$ cat src/rtl/q2_lcd_pkg.sv
// Shared types and encoding helpers for the q2 character-LCD write controller.
package q2_lcd_pkg;

  localparam int DATA_W   = 12;
  localparam int CMD_BIT  = 8;
  localparam int ADDR_BIT = 7;
  localparam int CLR_BIT  = 0;

  typedef logic [DATA_W-1:0] lcd_word_t;

  typedef enum logic [2:0] {
    S_IDLE,
    S_SETUP,
    S_PULSE,
    S_HOLD,
    S_WAIT
  } lcd_state_e;

  // Clear-screen is the only command that needs the long post-strobe wait.
  function automatic logic is_clear(input lcd_word_t w);
    return w[CMD_BIT] && !w[ADDR_BIT] && w[CLR_BIT];
  endfunction

  function automatic int max2(input int a, input int b);
    return (a > b) ? a : b;
  endfunction

endpackage

$ cat src/rtl/q2_sync_fifo.sv
// Single-clock FIFO; power-of-two depth so the pointers wrap naturally.
module q2_sync_fifo #(
  parameter int WIDTH = 12,
  parameter int DEPTH = 8
) (
  input  logic             clk,
  input  logic             rst,
  input  logic             push,
  input  logic             pop,
  input  logic [WIDTH-1:0] din,
  output logic             full,
  output logic             empty,
  output logic [WIDTH-1:0] dout
);

  localparam int AW = $clog2(DEPTH);

  logic [WIDTH-1:0] mem [DEPTH];
  logic [AW-1:0]    wr_ptr, rd_ptr;
  logic [AW:0]      count;
  logic             do_push, do_pop;

  // A push while full is dropped even if a pop frees a slot this cycle.
  assign do_push = push && !full;
  assign do_pop  = pop && !empty;

  assign full  = (count == (AW+1)'(DEPTH));
  assign empty = (count == '0);
  assign dout  = mem[rd_ptr];

  always_ff @(posedge clk) begin
    if (rst) begin
      wr_ptr <= '0;
      rd_ptr <= '0;
      count  <= '0;
    end else begin
      if (do_push) wr_ptr <= wr_ptr + 1'b1;
      if (do_pop)  rd_ptr <= rd_ptr + 1'b1;
      case ({do_push, do_pop})
        2'b10:   count <= count + 1'b1;
        2'b01:   count <= count - 1'b1;
        default: count <= count;
      endcase
    end
  end

  always_ff @(posedge clk) begin
    if (do_push) mem[wr_ptr] <= din;
  end

endmodule

$ cat src/rtl/q2_lcd_ctrl.sv
// Buffers CPU display words and replays each as a timed setup/pulse/hold/wait strobe.
module q2_lcd_ctrl
  import q2_lcd_pkg::*;
#(
  parameter int DEPTH        = 8,
  parameter int SETUP_CYCLES = 2,
  parameter int PULSE_CYCLES = 4,
  parameter int HOLD_CYCLES  = 2,
  parameter int EXEC_CYCLES  = 40,
  parameter int CLEAR_CYCLES = 1600
) (
  input  logic        clk,
  input  logic        rst,
  input  logic        in_valid,
  input  logic [11:0] in_data,
  output logic        in_ready,
  output logic        busy,
  output logic        ovf,
  output logic        lcd_wr,
  output logic [11:0] lcd_dbus
);

  localparam int CNT_MAX = max2(max2(max2(SETUP_CYCLES, PULSE_CYCLES),
                                     max2(HOLD_CYCLES, EXEC_CYCLES)),
                                CLEAR_CYCLES) - 1;
  localparam int CNT_W   = (CNT_MAX > 1) ? $clog2(CNT_MAX + 1) : 1;

  lcd_state_e       state, state_nxt;
  logic [CNT_W-1:0] cnt, cnt_nxt;
  lcd_word_t        dbus_q, dbus_nxt;
  logic             fifo_full, fifo_empty, fifo_pop;
  lcd_word_t        fifo_dout;

  q2_sync_fifo #(
    .WIDTH (DATA_W),
    .DEPTH (DEPTH)
  ) u_fifo (
    .clk   (clk),
    .rst   (rst),
    .push  (in_valid),
    .pop   (fifo_pop),
    .din   (in_data),
    .full  (fifo_full),
    .empty (fifo_empty),
    .dout  (fifo_dout)
  );

  always_ff @(posedge clk) begin
    if (rst) begin
      state  <= S_IDLE;
      cnt    <= '0;
      dbus_q <= '0;
    end else begin
      state  <= state_nxt;
      cnt    <= cnt_nxt;
      dbus_q <= dbus_nxt;
    end
  end

  always_comb begin
    state_nxt = state;
    cnt_nxt   = cnt;
    dbus_nxt  = dbus_q;
    fifo_pop  = 1'b0;
    unique case (state)
      S_IDLE: begin
        if (!fifo_empty) begin
          fifo_pop  = 1'b1;
          dbus_nxt  = fifo_dout;
          cnt_nxt   = CNT_W'(SETUP_CYCLES - 1);
          state_nxt = S_SETUP;
        end
      end
      S_SETUP: begin
        if (cnt == '0) begin
          cnt_nxt   = CNT_W'(PULSE_CYCLES - 1);
          state_nxt = S_PULSE;
        end else begin
          cnt_nxt = cnt - 1'b1;
        end
      end
      S_PULSE: begin
        if (cnt == '0) begin
          cnt_nxt   = CNT_W'(HOLD_CYCLES - 1);
          state_nxt = S_HOLD;
        end else begin
          cnt_nxt = cnt - 1'b1;
        end
      end
      S_HOLD: begin
        if (cnt == '0) begin
          // The word being strobed is still on the bus, so decode it there.
          cnt_nxt   = is_clear(dbus_q) ? CNT_W'(CLEAR_CYCLES - 1)
                                       : CNT_W'(EXEC_CYCLES - 1);
          state_nxt = S_WAIT;
        end else begin
          cnt_nxt = cnt - 1'b1;
        end
      end
      S_WAIT: begin
        if (cnt == '0) state_nxt = S_IDLE;
        else           cnt_nxt   = cnt - 1'b1;
      end
      default: state_nxt = S_IDLE;
    endcase
  end

  always_comb begin
    lcd_wr   = (state == S_PULSE);
    lcd_dbus = dbus_q;
    in_ready = !fifo_full;
    busy     = !fifo_empty || (state != S_IDLE);
  end

  always_ff @(posedge clk) begin
    if (rst)                        ovf <= 1'b0;
    else if (in_valid && fifo_full) ovf <= 1'b1;
  end

endmodule

$ cat config.mk
export PLATFORM = sky130hd
export DESIGN_NAME = q2_lcd_ctrl
export DESIGN_NICKNAME = d
export VERILOG_FILES = /design/src/rtl/q2_lcd_pkg.sv /design/src/rtl/q2_sync_fifo.sv /design/src/rtl/q2_lcd_ctrl.sv
export SDC_FILE = /design/constraint.sdc
export NUM_CORES = 1
export LEC_CHECK = 0
export ABC_AREA = 1
export BUFFER_PORTS_ARGS = -buffer_cell sky130_fd_sc_hd__buf_4
export CAP_MARGIN = 20
export CORE_AREA = 2 2 158 129
export DETAILED_ROUTE_END_ITERATION = 7
export DIE_AREA = 0 0 160 131
export PLACE_DENSITY = 0.48
export REMOVE_ABC_BUFFERS = 1
export SYNTH_ARGS = -nofsm -noshare
export SYNTH_HDL_FRONTEND = slang
export SYNTH_SLANG_ARGS = --single-unit
$ cat constraint.sdc
create_clock -name clk -period 2.6 [get_ports clk]
set_input_delay 0.13 -clock clk [delete_from_list [all_inputs] [get_ports clk]]
set_output_delay 0.13 -clock clk [all_outputs]
set_load 0.01 [all_outputs]
Yosys cells after proc, flatten, opt, wreduce, memory -nomap -nowiden. Memory sizes are Yosys's and may differ from the RTL's. A register that Yosys moved wholly into a read port is not among the register bits. Index checks and enable logic that the tools add are counted.

Add/sub/neg operators: 5. Equal/unequal tests: 13. Multiplexer cells: 18. Bitwise operators: 1. Reductions and logical operators: 18.

Operator list (count): $mux 11 (6); $pmux 11 s5 (1); $mux 3 (5); $pmux 3 s5 (1); $logic_not 11->1 (1); $sub 11x1->11 const B (1); $ne 2x2->1 const B (5); $pmux 4 s2 (1); $add 3x1->3 const B (2); $eq 3x2->1 const B (2); $logic_and 1x1->1 (5); $reduce_and 5->1 (1); $reduce_bool 5->1 (1); $add 4x1->4 const B (1); $eq 4x4->1 const B (1); $logic_not 4->1 (1); $mux 1 (4); $sub 4x1->4 const B (1); $eq 3x1->1 const B (1); $eq 3x3->1 const B (1); $logic_not 1->1 (3); $logic_not 3->1 (1); $reduce_and 3->1 (1); $reduce_bool 3->1 (1); other kinds (7) (7).

Register bits after elaboration: 25. RAM bits: 96. Input port bits: 15. Output and inout port bits: 16. Memories kept: 1.

Memories: u_fifo.mem (words 8, width 12, rd ports 1, clocked after Yosys merged registers in 1, write ports 1, RTL line q2_sync_fifo.sv:18) `logic [WIDTH-1:0] mem [DEPTH];`.

Logic depth before layout (Yosys ltp).
Depth after elaboration: 6. Mapped depth: 13. Gate-level depth less buffers: 13.

Modules after synthesis. Synthesis repeated with hierarchy kept, for this count alone.

Cell total of the unflattened synthesis: 602. Area total of the unflattened synthesis: 5938.2 µm².

Modules (own cells, without submodules): q2_sync_fifo (instances 1, cells each 366, area an instance 4428.0 µm², sequential area each 3143.0 µm²); q2_lcd_ctrl (instances 1, cells each 236, area an instance 1510.2 µm², sequential area each 540.5 µm²).

Worst setup path after synthesis. Ideal clock, no wire load.

Kind: reg-to-reg. Start point: reg state[2]. End point: reg u_fifo.count[3]. Library setup time: 0.122 ns. Arrival time: 2.094 ns. Data required time: 2.478 ns. Slack: 0.384 ns. Cell stages (with the launch flop): 13. Cells stage by stage: dfxtp_1 -> nor2_4 -> inv_2 -> nor3_4 -> buf_6 -> ha_1 -> ha_1 -> a21oi_1 -> nand2_1 -> a21oi_1 -> o21ai_0 -> o21ai_0 -> a21oi_1.

Cells in the longest elaborated chain, start to end: 5. Elaborated cells between the ends (all ways): 7. Classes of those cells: 2 x eq/ne; 2 x mux; 3 x reduce/logical.

RTL lines: start, declared (RTL line q2_lcd_ctrl.sv:28) `lcd_state_e state, state_nxt;`; start signal, assigned (RTL line q2_lcd_ctrl.sv:54) `state <= state_nxt;`; $logic_not 3->1 * (RTL line q2_lcd_ctrl.sv:65) `unique case (state)`; $mux 1 * (RTL line q2_lcd_ctrl.sv:65); via fifo_pop (RTL line q2_lcd_ctrl.sv:31) `logic fifo_full, fifo_empty, fifo_pop;`; $logic_and 1x1->1 * (RTL line q2_sync_fifo.sv:25) `assign do_pop = pop && !empty;`; $eq 2x1->1 or $eq 2x2->1 (tied branches) (RTL line q2_sync_fifo.sv:39) `case ({do_push, do_pop})`; $pmux 4 s2 or $reduce_bool 2->1 (tied branches); end signal, assigned (RTL line q2_sync_fifo.sv:40) `2'b10: count <= count + 1'b1;`; end signal, assigned (RTL line q2_sync_fifo.sv:41) `2'b01: count <= count - 1'b1;`; end signal, assigned (RTL line q2_sync_fifo.sv:42) `default: count <= count;`; end, declared (RTL line q2_sync_fifo.sv:20) `logic [AW:0] count;`.

The timed path passes the listed nets; every way through them passes the cells marked *. A chain may end at the register's enable or synchronous reset.

Final worst setup path.
Start point: reg u_fifo.count[1]. End point: reg u_fifo.count[3].

Cells in the longest elaborated chain, start to end: 6. Elaborated cells between the ends (all ways): 14. Classes of those cells: 2 x add/sub; 3 x eq/ne; 3 x mux; 6 x reduce/logical.

RTL lines: $logic_not 4->1 (RTL line q2_sync_fifo.sv:28) `assign empty = (count == '0);`; $mux 1 (RTL line q2_lcd_ctrl.sv:67) `if (!fifo_empty) begin`; $mux 1 (RTL line q2_lcd_ctrl.sv:65); $logic_and 1x1->1 (RTL line q2_sync_fifo.sv:25); $eq 2x1->1 or $eq 2x2->1 (tied branches) (RTL line q2_sync_fifo.sv:39); $pmux 4 s2 or $reduce_bool 2->1 (tied branches).

Parallel ways exist; a longest one is shown, timed or not.

==> results.sh <==
export IMPL_crit_path_end_kind="flop"
export IMPL_drt_iter0_markers=296
export IMPL_port_buffers=30
export IMPL_drc_errors=0
export IMPL_slew_violations=0
export IMPL_fin_hold_ws_ns=0.129
export IMPL_relSlewSlack_pct=63.6
export IMPL_postSynthAreaPerCell_sq_um=10.1
export IMPL_fin_crit_ns=2.34
export IMPL_grt_pass1_vias=4132
export IMPL_dieArea_sq_um=21000
export IMPL_power_density_nw_per_um2=1170
export IMPL_diodes=0
export IMPL_maxCapViolCount=0
export IMPL_grt_pass1_wl_um=21900
export IMPL_io_pins=31
export IMPL_vias=4117
export IMPL_die_y_um=131
export IMPL_fmax_mhz=428
export IMPL_cts_buffer_depth=2
export IMPL_wl_um=13700
export IMPL_worstSetupPathType="reg -> reg"
export IMPL_core_sq_um=19500
export IMPL_rsz0062_at_grt="false"
export IMPL_place_congestion=0.797
export IMPL_worstPathRequired_ns=2.89
export IMPL_cts_resized=0
export IMPL_tightest_slew_ns=0.546
export IMPL_hpwl_um=7990
export IMPL_cts_clk_slew_worst_paths_ns=0.06
export IMPL_ys_seq_area_share_pct=63.4
export IMPL_initial_utilization_pct=29.4
export IMPL_ys_warnings_count=0
export IMPL_synthCells=567
export IMPL_setup_viol=0
export IMPL_finalClockSkew_ns=0.0129
export IMPL_grt_overflow=0
export IMPL_h_tree_depth=4
export IMPL_cts_root_buffer="clkbuf_16"
export IMPL_synth_distinct_cells=29
export IMPL_worst_hold_path_type="in -> reg"
export IMPL_timing_hold_violations_final=0
export IMPL_r2r_slack_ns=0.26
export IMPL_dr_pass1_iters=4
export IMPL_antenna_left=0
export IMPL_row_count=46
export IMPL_synth_xor_area_share_pct=1.07
export IMPL_syn_area_sq_um=5720
export IMPL_outcome="complete, no violations"
export IMPL_ir_drop_uv=412
export IMPL_die_w_um=160
export IMPL_num_nets_final=638
export IMPL_worstPathMaxFanout=6
export IMPL_layout_drive_gt1_share_pct=14.6
export IMPL_vias_per_cell=4.61
export IMPL_synthSimpleGateAreaFrac_pct=15.9
export IMPL_tns_ns=0
export IMPL_dp_cells=848
export IMPL_cts_sinks=133
export IMPL_instances_no_fill=893
export IMPL_insertion_delay_ns=0.42
export IMPL_grt_start_max_net_pins=52
export IMPL_grt_use_total_pct=13.8
export IMPL_leakage_nw=2.58
export IMPL_synth_compound_area_share_pct=13.1
export IMPL_area_growth_pct=21.8
export IMPL_fin_crit_sh_pct=89.9
export IMPL_cts_buffers=17
export IMPL_final_common_cell="nor2_1"
export IMPL_synth_top_family_by_area="simple AND/OR/NAND/NOR gates"
export IMPL_postCtsSetupBuffers=0
export IMPL_cts_tree="yes"
export IMPL_drt_wirelength_per_cell_um=15.3
export IMPL_mostFrequentLayoutCells="nor2_1 (98), edfxtp_1 (96), nand2_1 (92), o21ai_0 (72), buf_4 (42)"
export IMPL_start_kind="flop"
export IMPL_cp_arrival_ns=2.63
export IMPL_ys_ff_latch=133
export IMPL_antenna_found_initial=0
export IMPL_synth_mux_area_share_pct=0
export IMPL_synth_fa_ha_area_share_pct=1.66
==> report_power, final <==
part | leakage [nW] | internal, mW | switching [mW] | total (mW)
registers | 1.18 | 2.56 | 0.174 | 2.73
logic | 1.13 | 1.01 | 2.02 | 3.04
clock network | 0.279 | 1.35 | 1.00 | 2.35
==> per-layer routing <==
metal	GRT usage (%)	part of all wire, %	vias up
met3	3.03	3.3	13
met5	0	0	-
met2	23.6	46	71
met4	4.35	0.97	0
li1	-	-	2051
met1	17.7	50	1982
==> synth_stat cells, drive strengths merged <==
library cell	n	share of area, %
nor2	103	7.2
edfxtp	96	50
nand2	93	6.2
o21ai	72	6.3
inv	40	2.6
a21oi	38	3.4
dfxtp	37	13
o211ai	24	3.2
nand3	17	1.8
clkbuf	14	0.94
buf	12	1.3
ha	6	1.3
xor2	6	0.92
nor3	3	0.46
nand4	2	0.22
a211oi	1	0.13
a31oi	1	0.11
fa	1	0.35
xnor2	1	0.15
==> final cells by class <==
class | count | area [sq um]
flip-flops and latches | 133 | 3620
inverters | 40 | 150
multi-input cells | 368 | 1810
repair buffers | 56 | 465
clock inverters | 15 | 153
fillers | 1971 | 12500
well taps | 264 | 330
clock buffers | 17 | 425
==> through the flow <==
stage	setup WS [ns]	util, %	area [sq um]	total power, mW
global placement	0.472	32.1	6250	5.75
detailed placement	0.312	32.1	6250	5.82
CTS	0.299	35.8	6960	8.21
global route	0.0300	35.8	6960	8.73
floorplan	0.188	-	5590	4.79
finish	0.263	35.8	6960	8.12
==> logic make-up (layout without fill, tap and decap cells) <==
group | Yosys count | after routing
simple gates | 218 | 218
compound gates | 136 | 136
flops | 133 | 133
buf+inv | 66 | 128
fa+ha+maj | 7 | 7
xor+xnor | 7 | 7
==> state kept, by name, summed over array words and instances, names as in the netlist <==
| name | flops |
|---|---|
| cnt | 11 |
| lcd_dbus | 12 |
| ovf | 1 |
| state | 3 |
| u_fifo.count | 4 |
| u_fifo.mem | 96 |
| u_fifo.rd_ptr | 3 |
| u_fifo.wr_ptr | 3 |
==> timing repair <==
item / 4_1_cts / 5_1_grt
endpoints found under the setup margin: 0 / 0
hold buffers: 13 / 0
hold endpoints to repair: 97 / 0
==> critical path: stages (launching register included) <==
cell and delay [ns]:
dfxtp_1 0.33, inv_1 0.11, nand3_1 0.11, nor2_1 0.13
inv_1 0.07, nand2_1 0.18, ha_1 0.28, ha_1 0.30
a21oi_1 0.16, nand2_1 0.10, a21oi_1 0.11, o21ai_0 0.11
o21ai_0 0.18, a21oi_1 0.05
==> worst paths after layout <==
kind         cells after the start                            to                          from
min reg2reg                      1           cnt[0]$_SDFFE_PP0P_           cnt[0]$_SDFFE_PP0P_
max                             13  u_fifo.count[3]$_SDFFE_PP0P_  u_fifo.count[1]$_SDFFE_PP0P_
min                              2          cnt[10]$_SDFFE_PP0P_                           rst
max reg2reg                     13  u_fifo.count[3]$_SDFFE_PP0P_  u_fifo.count[1]$_SDFFE_PP0P_
Power figures use the tool's default switching activity.
